--- src/rtl/micro_sequencer_if.sv ---
// Microinstruction-field and status bundle between the microstore/datapath
// side (master) and the micro_sequencer (slave).
interface micro_sequencer_if;
    logic [2:0] ns_sel;
    logic [6:0] cr_addr;
    logic [1:0] cond_sel;
    logic       inv;
    logic [5:0] opcode;
    logic       moc;
    logic       zero;
    logic       neg;
    logic       cond_ext;
    logic [6:0] current_state;
    logic       illegal_op;
    logic       moc_timeout;

    // Microstore/datapath side: supplies instruction fields and status, reads the state
    modport master (
        output ns_sel, cr_addr, cond_sel, inv, opcode, moc, zero, neg, cond_ext,
        input  current_state, illegal_op, moc_timeout
    );

    // Sequencer side: consumes fields and status, produces the state number and flags
    modport slave (
        input  ns_sel, cr_addr, cond_sel, inv, opcode, moc, zero, neg, cond_ext,
        output current_state, illegal_op, moc_timeout
    );
endinterface

--- src/rtl/micro_sequencer.sv ---
// Microprogram sequencer: chooses the next microstore address from the
// current microinstruction's next-state field, with opcode dispatch,
// conditional branch, bounded MOC wait, and a single-level call/return.
module micro_sequencer #(
    parameter int TIMEOUT = 16
) (
    input  logic              clk,
    input  logic              reset,
    micro_sequencer_if.slave  bus
);

    typedef enum logic [2:0] {
        NS_DISPATCH = 3'b000,
        NS_RESTART  = 3'b001,
        NS_JUMP     = 3'b010,
        NS_NEXT     = 3'b011,
        NS_BRANCH   = 3'b100,
        NS_WAIT     = 3'b101,
        NS_CALL     = 3'b110,
        NS_RETURN   = 3'b111
    } ns_sel_e;

    // Wait count value at which one more false cycle means the wait has expired
    localparam logic [7:0] WAIT_LAST = 8'(TIMEOUT - 1);

    logic [6:0] r_currentState;
    logic [6:0] r_retReg;
    logic [7:0] r_waitCnt;
    logic       r_illegalOp;
    logic       r_mocTimeout;

    logic [6:0] w_nextState;
    logic [6:0] w_nextRet;
    logic [7:0] w_nextWait;
    logic       w_nextIllegal;
    logic       w_nextTimeout;

    logic [6:0] w_inc;
    logic [6:0] w_dispatchState;
    logic       w_dispatchValid;
    logic       w_condRaw;
    logic       w_cond;

    assign w_inc = r_currentState + 7'd1;
    assign w_cond = w_condRaw ^ bus.inv;

    // Select the status condition named by cond_sel
    always_comb begin
        w_condRaw = 1'b0;
        case (bus.cond_sel)
            2'b00:   w_condRaw = bus.moc;
            2'b01:   w_condRaw = bus.zero;
            2'b10:   w_condRaw = bus.neg;
            default: w_condRaw = bus.cond_ext;
        endcase
    end

    // Map the instruction opcode to its entry state; unknown opcodes go to 0 and are flagged
    always_comb begin
        w_dispatchState = 7'd0;
        w_dispatchValid = 1'b1;
        case (bus.opcode)
            6'b000000: w_dispatchState = 7'd5;
            6'b100011: w_dispatchState = 7'd6;
            6'b101011: w_dispatchState = 7'd7;
            6'b000100: w_dispatchState = 7'd8;
            6'b000010: w_dispatchState = 7'd9;
            6'b001000: w_dispatchState = 7'd10;
            default: begin
                w_dispatchState = 7'd0;
                w_dispatchValid = 1'b0;
            end
        endcase
    end

    // State register plus return address, wait counter and the two flags
    always_ff @(posedge clk or negedge reset) begin
        if (!reset) begin
            r_currentState <= 7'd0;
            r_retReg       <= 7'd0;
            r_waitCnt      <= 8'd0;
            r_illegalOp    <= 1'b0;
            r_mocTimeout   <= 1'b0;
        end else begin
            r_currentState <= w_nextState;
            r_retReg       <= w_nextRet;
            r_waitCnt      <= w_nextWait;
            r_illegalOp    <= w_nextIllegal;
            r_mocTimeout   <= w_nextTimeout;
        end
    end

    // Next-state selection; wait count only survives consecutive WAIT cycles
    always_comb begin
        w_nextState   = r_currentState;
        w_nextRet     = r_retReg;
        w_nextWait    = 8'd0;
        w_nextIllegal = 1'b0;
        w_nextTimeout = r_mocTimeout;
        case (ns_sel_e'(bus.ns_sel))
            NS_DISPATCH: begin
                w_nextState   = w_dispatchState;
                w_nextIllegal = ~w_dispatchValid;
            end
            NS_RESTART: w_nextState = 7'd0;
            NS_JUMP:    w_nextState = bus.cr_addr;
            NS_NEXT:    w_nextState = w_inc;
            NS_BRANCH:  w_nextState = w_cond ? bus.cr_addr : w_inc;
            NS_WAIT: begin
                if (w_cond) begin
                    w_nextState = w_inc;
                end else if (r_waitCnt == WAIT_LAST) begin
                    w_nextState   = 7'd0;
                    w_nextTimeout = 1'b1;
                end else begin
                    w_nextState = r_currentState;
                    w_nextWait  = r_waitCnt + 8'd1;
                end
            end
            NS_CALL: begin
                w_nextState = bus.cr_addr;
                w_nextRet   = w_inc;
            end
            NS_RETURN:  w_nextState = r_retReg;
            default:    w_nextState = 7'd0;
        endcase
    end

    // Outputs come straight from registers so they are glitch-free microstore addresses
    always_comb begin
        bus.current_state = r_currentState;
        bus.illegal_op    = r_illegalOp;
        bus.moc_timeout   = r_mocTimeout;
    end

endmodule

--- src/flat_wrapper.sv ---
// flat-port wrapper written by rule: the top's interface ports become plain ports
module micro_sequencer_flat 
#(
    parameter int TIMEOUT = 16
)
  (clk, reset, bus_ns_sel, bus_cr_addr, bus_cond_sel, bus_inv, bus_opcode, bus_moc, bus_zero, bus_neg, bus_cond_ext, bus_current_state, bus_illegal_op, bus_moc_timeout);
  micro_sequencer_if bus_i ();
  input  logic clk;
  input  logic reset;
  input wire logic [$bits(bus_i.ns_sel)-1:0] bus_ns_sel;
  input wire logic [$bits(bus_i.cr_addr)-1:0] bus_cr_addr;
  input wire logic [$bits(bus_i.cond_sel)-1:0] bus_cond_sel;
  input wire logic [$bits(bus_i.inv)-1:0] bus_inv;
  input wire logic [$bits(bus_i.opcode)-1:0] bus_opcode;
  input wire logic [$bits(bus_i.moc)-1:0] bus_moc;
  input wire logic [$bits(bus_i.zero)-1:0] bus_zero;
  input wire logic [$bits(bus_i.neg)-1:0] bus_neg;
  input wire logic [$bits(bus_i.cond_ext)-1:0] bus_cond_ext;
  output wire logic [$bits(bus_i.current_state)-1:0] bus_current_state;
  output wire logic [$bits(bus_i.illegal_op)-1:0] bus_illegal_op;
  output wire logic [$bits(bus_i.moc_timeout)-1:0] bus_moc_timeout;
  assign bus_i.ns_sel = bus_ns_sel;
  assign bus_i.cr_addr = bus_cr_addr;
  assign bus_i.cond_sel = bus_cond_sel;
  assign bus_i.inv = bus_inv;
  assign bus_i.opcode = bus_opcode;
  assign bus_i.moc = bus_moc;
  assign bus_i.zero = bus_zero;
  assign bus_i.neg = bus_neg;
  assign bus_i.cond_ext = bus_cond_ext;
  assign bus_current_state = bus_i.current_state;
  assign bus_illegal_op = bus_i.illegal_op;
  assign bus_moc_timeout = bus_i.moc_timeout;
  micro_sequencer #(.TIMEOUT(TIMEOUT)) u_core (.clk(clk), .reset(reset), .bus(bus_i));
endmodule
--- config.mk ---
export PLATFORM = sky130hd
export DESIGN_NAME = micro_sequencer_flat
export DESIGN_NICKNAME = d
export VERILOG_FILES = /design/src/rtl/micro_sequencer_if.sv /design/src/rtl/micro_sequencer.sv /design/src/flat_wrapper.sv
export SDC_FILE = /design/constraint.sdc
export NUM_CORES = 1
export LEC_CHECK = 0
export CAP_MARGIN = 20
export CORE_UTILIZATION = 35
export DETAILED_ROUTE_END_ITERATION = 6
export DONT_BUFFER_PORTS = 1
export PLACE_DENSITY = 0.48
export SYNTH_ARGS = -nofsm -noshare
export SYNTH_HDL_FRONTEND = slang
export SYNTH_SLANG_ARGS = --single-unit
--- constraint.sdc ---
create_clock -name clk -period 1.4 [get_ports clk]
set_input_delay 0.07 -clock clk [delete_from_list [all_inputs] [get_ports clk]]
set_output_delay 0.07 -clock clk [all_outputs]
set_load 0.01 [all_outputs]
==> metrics.txt <==
HP Start=bus_ns_sel[1]; RSZ-0062 raised after global routing=true; Final Setup Violations=3; wirelength, routed=4040 um; M2 GR Usage=0.324; Detail Route Antenna Nets=0; Die X=68.4 um; Reg clk slew, reported paths=0.09 ns; Hold Crit Depth=3; GR peak layer=met2; top cell type's share of synthesized area=0.389; crit path capture type=register; Inserted Clock Buffers=3; M1 GR Usage=0.242; Design Power=2.02 mW; # IOs=34; total gr overflow=0; initial antenna violation count=0; simple-gate area share of the yosys netlist=0.276; failing checks=setup timing; Setup Skew=0.00302 ns; Slew HR=0.732; maximum vdd drop=0.389 mV; Die Span Y=68.4 um; Final min period=1.44 ns; R2R Path Start=u_core.bus.current_state[1]$_DFFE_PN0P_; WS Path Type=reg2reg; IO Port Bufs=0; pwr dens=1000 nW/um^2; Hold EP=u_core.bus.current_state[5]$_DFFE_PN0P_; Synth area leader=dfrtp_1; FF-to-FF End=u_core.bus.current_state[5]$_DFFE_PN0P_; via count=1400; Post-Synthesis Cell Area=1540 sq um; asr flop ratio synth=1.00; Area Growth Syn to Fin=30.8%; TritonCTS clock tree=done; utilization after layout=0.490; 1st-iter DRT viols=44; distinct cell type count after synthesis=45; met3 Use GR=0.0583; clk_lat worst skew=0.27 ns; WP data required=1.55 ns; main combinational cell family by area after synthesis=simple AND/OR/NAND/NOR gates; Max Cap Viol=0; # diodes=0; worst path arrival time=1.59 ns; fmax=693 MHz; row count=23; CTS root buffer=clkbuf_8; Post-Syn Nets=205; Primary FF master, synth=dfrtp_1; die area=4680 sq um; Final Wtd Congestion=0.807; post-synthesis mux area share=0.0511; Leakage=0.892 nW; outcome=finished with violations; H-tree depth=1; vias in the first global route=1386; Synth Area in Compound Gates=0.180; worst setup margin=-0.0427 ns; Hold Crit Class=in2reg; vias per cell=5.34; worst reg2reg setup slack=-0.04 ns; max-slew violation count=0; Synth Area in Adders=0.0162; Synth area leaders=dfrtp_1 (39%), nand2_1 (5.6%), nor2_1 (4.6%); Post-synth EDFFs=0; R2R depth=6; clock sink count=24; CP startpoint kind=register; share of layout cells above drive strength 1=0.259; setup slack at placement=-0.136 ns; syn avg cell area=8.67 sq um; FF+latch count, synth=24; post-synthesis xor/xnor area fraction=0.0681; drt first pass iters=4; largest net degree at the start of global routing=25; worst hold margin=0.0384 ns; drt wl/cell=15.4 um; Synth warnings=0; CP Max Fanout=3; Remaining DRCs=0; Tcrit/Tclk final=1.03; GR Util All Layers=0.193; Synth Instances=178; Seq/Total Area, Yosys=0.389; final setup TNS=-0.0786 ns; Slew @ Worst Pin=0.401 ns; endpoints failing hold=0; CTS max path bufs=2; Initial Util=0.375; Total Nets Final=240; core box area=4120 sq um; most common cell after layout, fill and taps aside=buf_4; most frequent cells in the layout=buf_4 (26), nand2_1 (23), dfrtp_1 (23), nor2_1 (18), nand3_1 (8); placed wire-length estimate=3140 um; first-pass GRT wire length=6510 um
## repair_timing
item	4_1_cts	5_1_grt
pin swaps	1	10
resized for setup	8	11
setup buffers	2	2
endpoints found under the hold margin	28	1
hold buffers	6	1
setup endpoints to repair	11	10
## area by class of cell
class,instances,area (sq um)
Multi-Input combinational cell,146,997
Fill cell,404,2100
Inverter,4,15.0
Tap cell,50,62.6
Clock buffer,4,55.1
Sequential cell,24,602
Timing Repair Buffer,34,287
## layer usage
layer | routed length, um | vias up
li1 | - | 702
met1 | 1860 | 667
met2 | 1940 | 29
met3 | 216 | 2
met4 | 17 | 0
met5 | 0 | -
## stage by stage
stage                     area, sq um  instances
after global placement           1780        247
after detailed placement         1780        247
after CTS                        1960        259
final                            2020        262
after global routing             2020        262
after floorplan                  1560        178
## logic make-up after synthesis
group	after synthesis
mux	6
xor+xnor	12
fa+ha+maj	2
buf+inv	8
simple gates	85
flops	24
compound gates	41
## critical path, cell delays in order, from the launching register on
cell and delay, ns:
dfrtp_2 0.44, buf_4 0.15, and3_1 0.16, and3_1 0.19, and2_1 0.16, o21ai_1 0.12, o211ai_1 0.09
## worst max-delay path by stage
stage | start | end | slack, ns | depth (start not counted)
floorplan | u_core.bus.current_state[0]$_DFFE_PN0P_ | u_core.bus.current_state[6]$_DFFE_PN0P_ | -0.005 | 6
global placement | u_core.bus.current_state[1]$_DFFE_PN0P_ | u_core.bus.current_state[6]$_DFFE_PN0P_ | -0.12 | 6
detailed placement | u_core.bus.current_state[1]$_DFFE_PN0P_ | u_core.bus.current_state[6]$_DFFE_PN0P_ | -0.14 | 6
CTS | u_core.bus.current_state[1]$_DFFE_PN0P_ | u_core.bus.current_state[6]$_DFFE_PN0P_ | -0.02 | 6
global route | u_core.bus.current_state[0]$_DFFE_PN0P_ | u_core.bus.current_state[6]$_DFFE_PN0P_ | -0.14 | 6
finish | u_core.bus.current_state[1]$_DFFE_PN0P_ | u_core.bus.current_state[5]$_DFFE_PN0P_ | -0.04 | 6
## sequential cells by signal, indices dropped and copies added (netlist names)
signal                    cells
u_core.bus.current_state      7
u_core.bus.moc_timeout        1
u_core.bus.illegal_op         1
u_core.r_retReg               7
u_core.r_waitCnt              8
## power by group
part           internal, mW  switching [mW]
combinational         0.340           0.301
clock                 0.252           0.233
sequential            0.801          0.0923
## synthesized netlist by cell type (3+ instances only)
cell and n:
inv_1 4, nor2_1 19, xor2_1 4, o211ai_1 4
a31oi_1 3, a21oi_1 7, and3_1 4, clkbuf_1 4
xnor2_1 8, dfrtp_1 24, o21ai_0 11, nand2_1 23
nor2b_1 5, nand2b_1 5, nor3_1 4, nand3_1 10
mux2i_1 3
No activity file was read; power rests on OpenSTA's default activity.
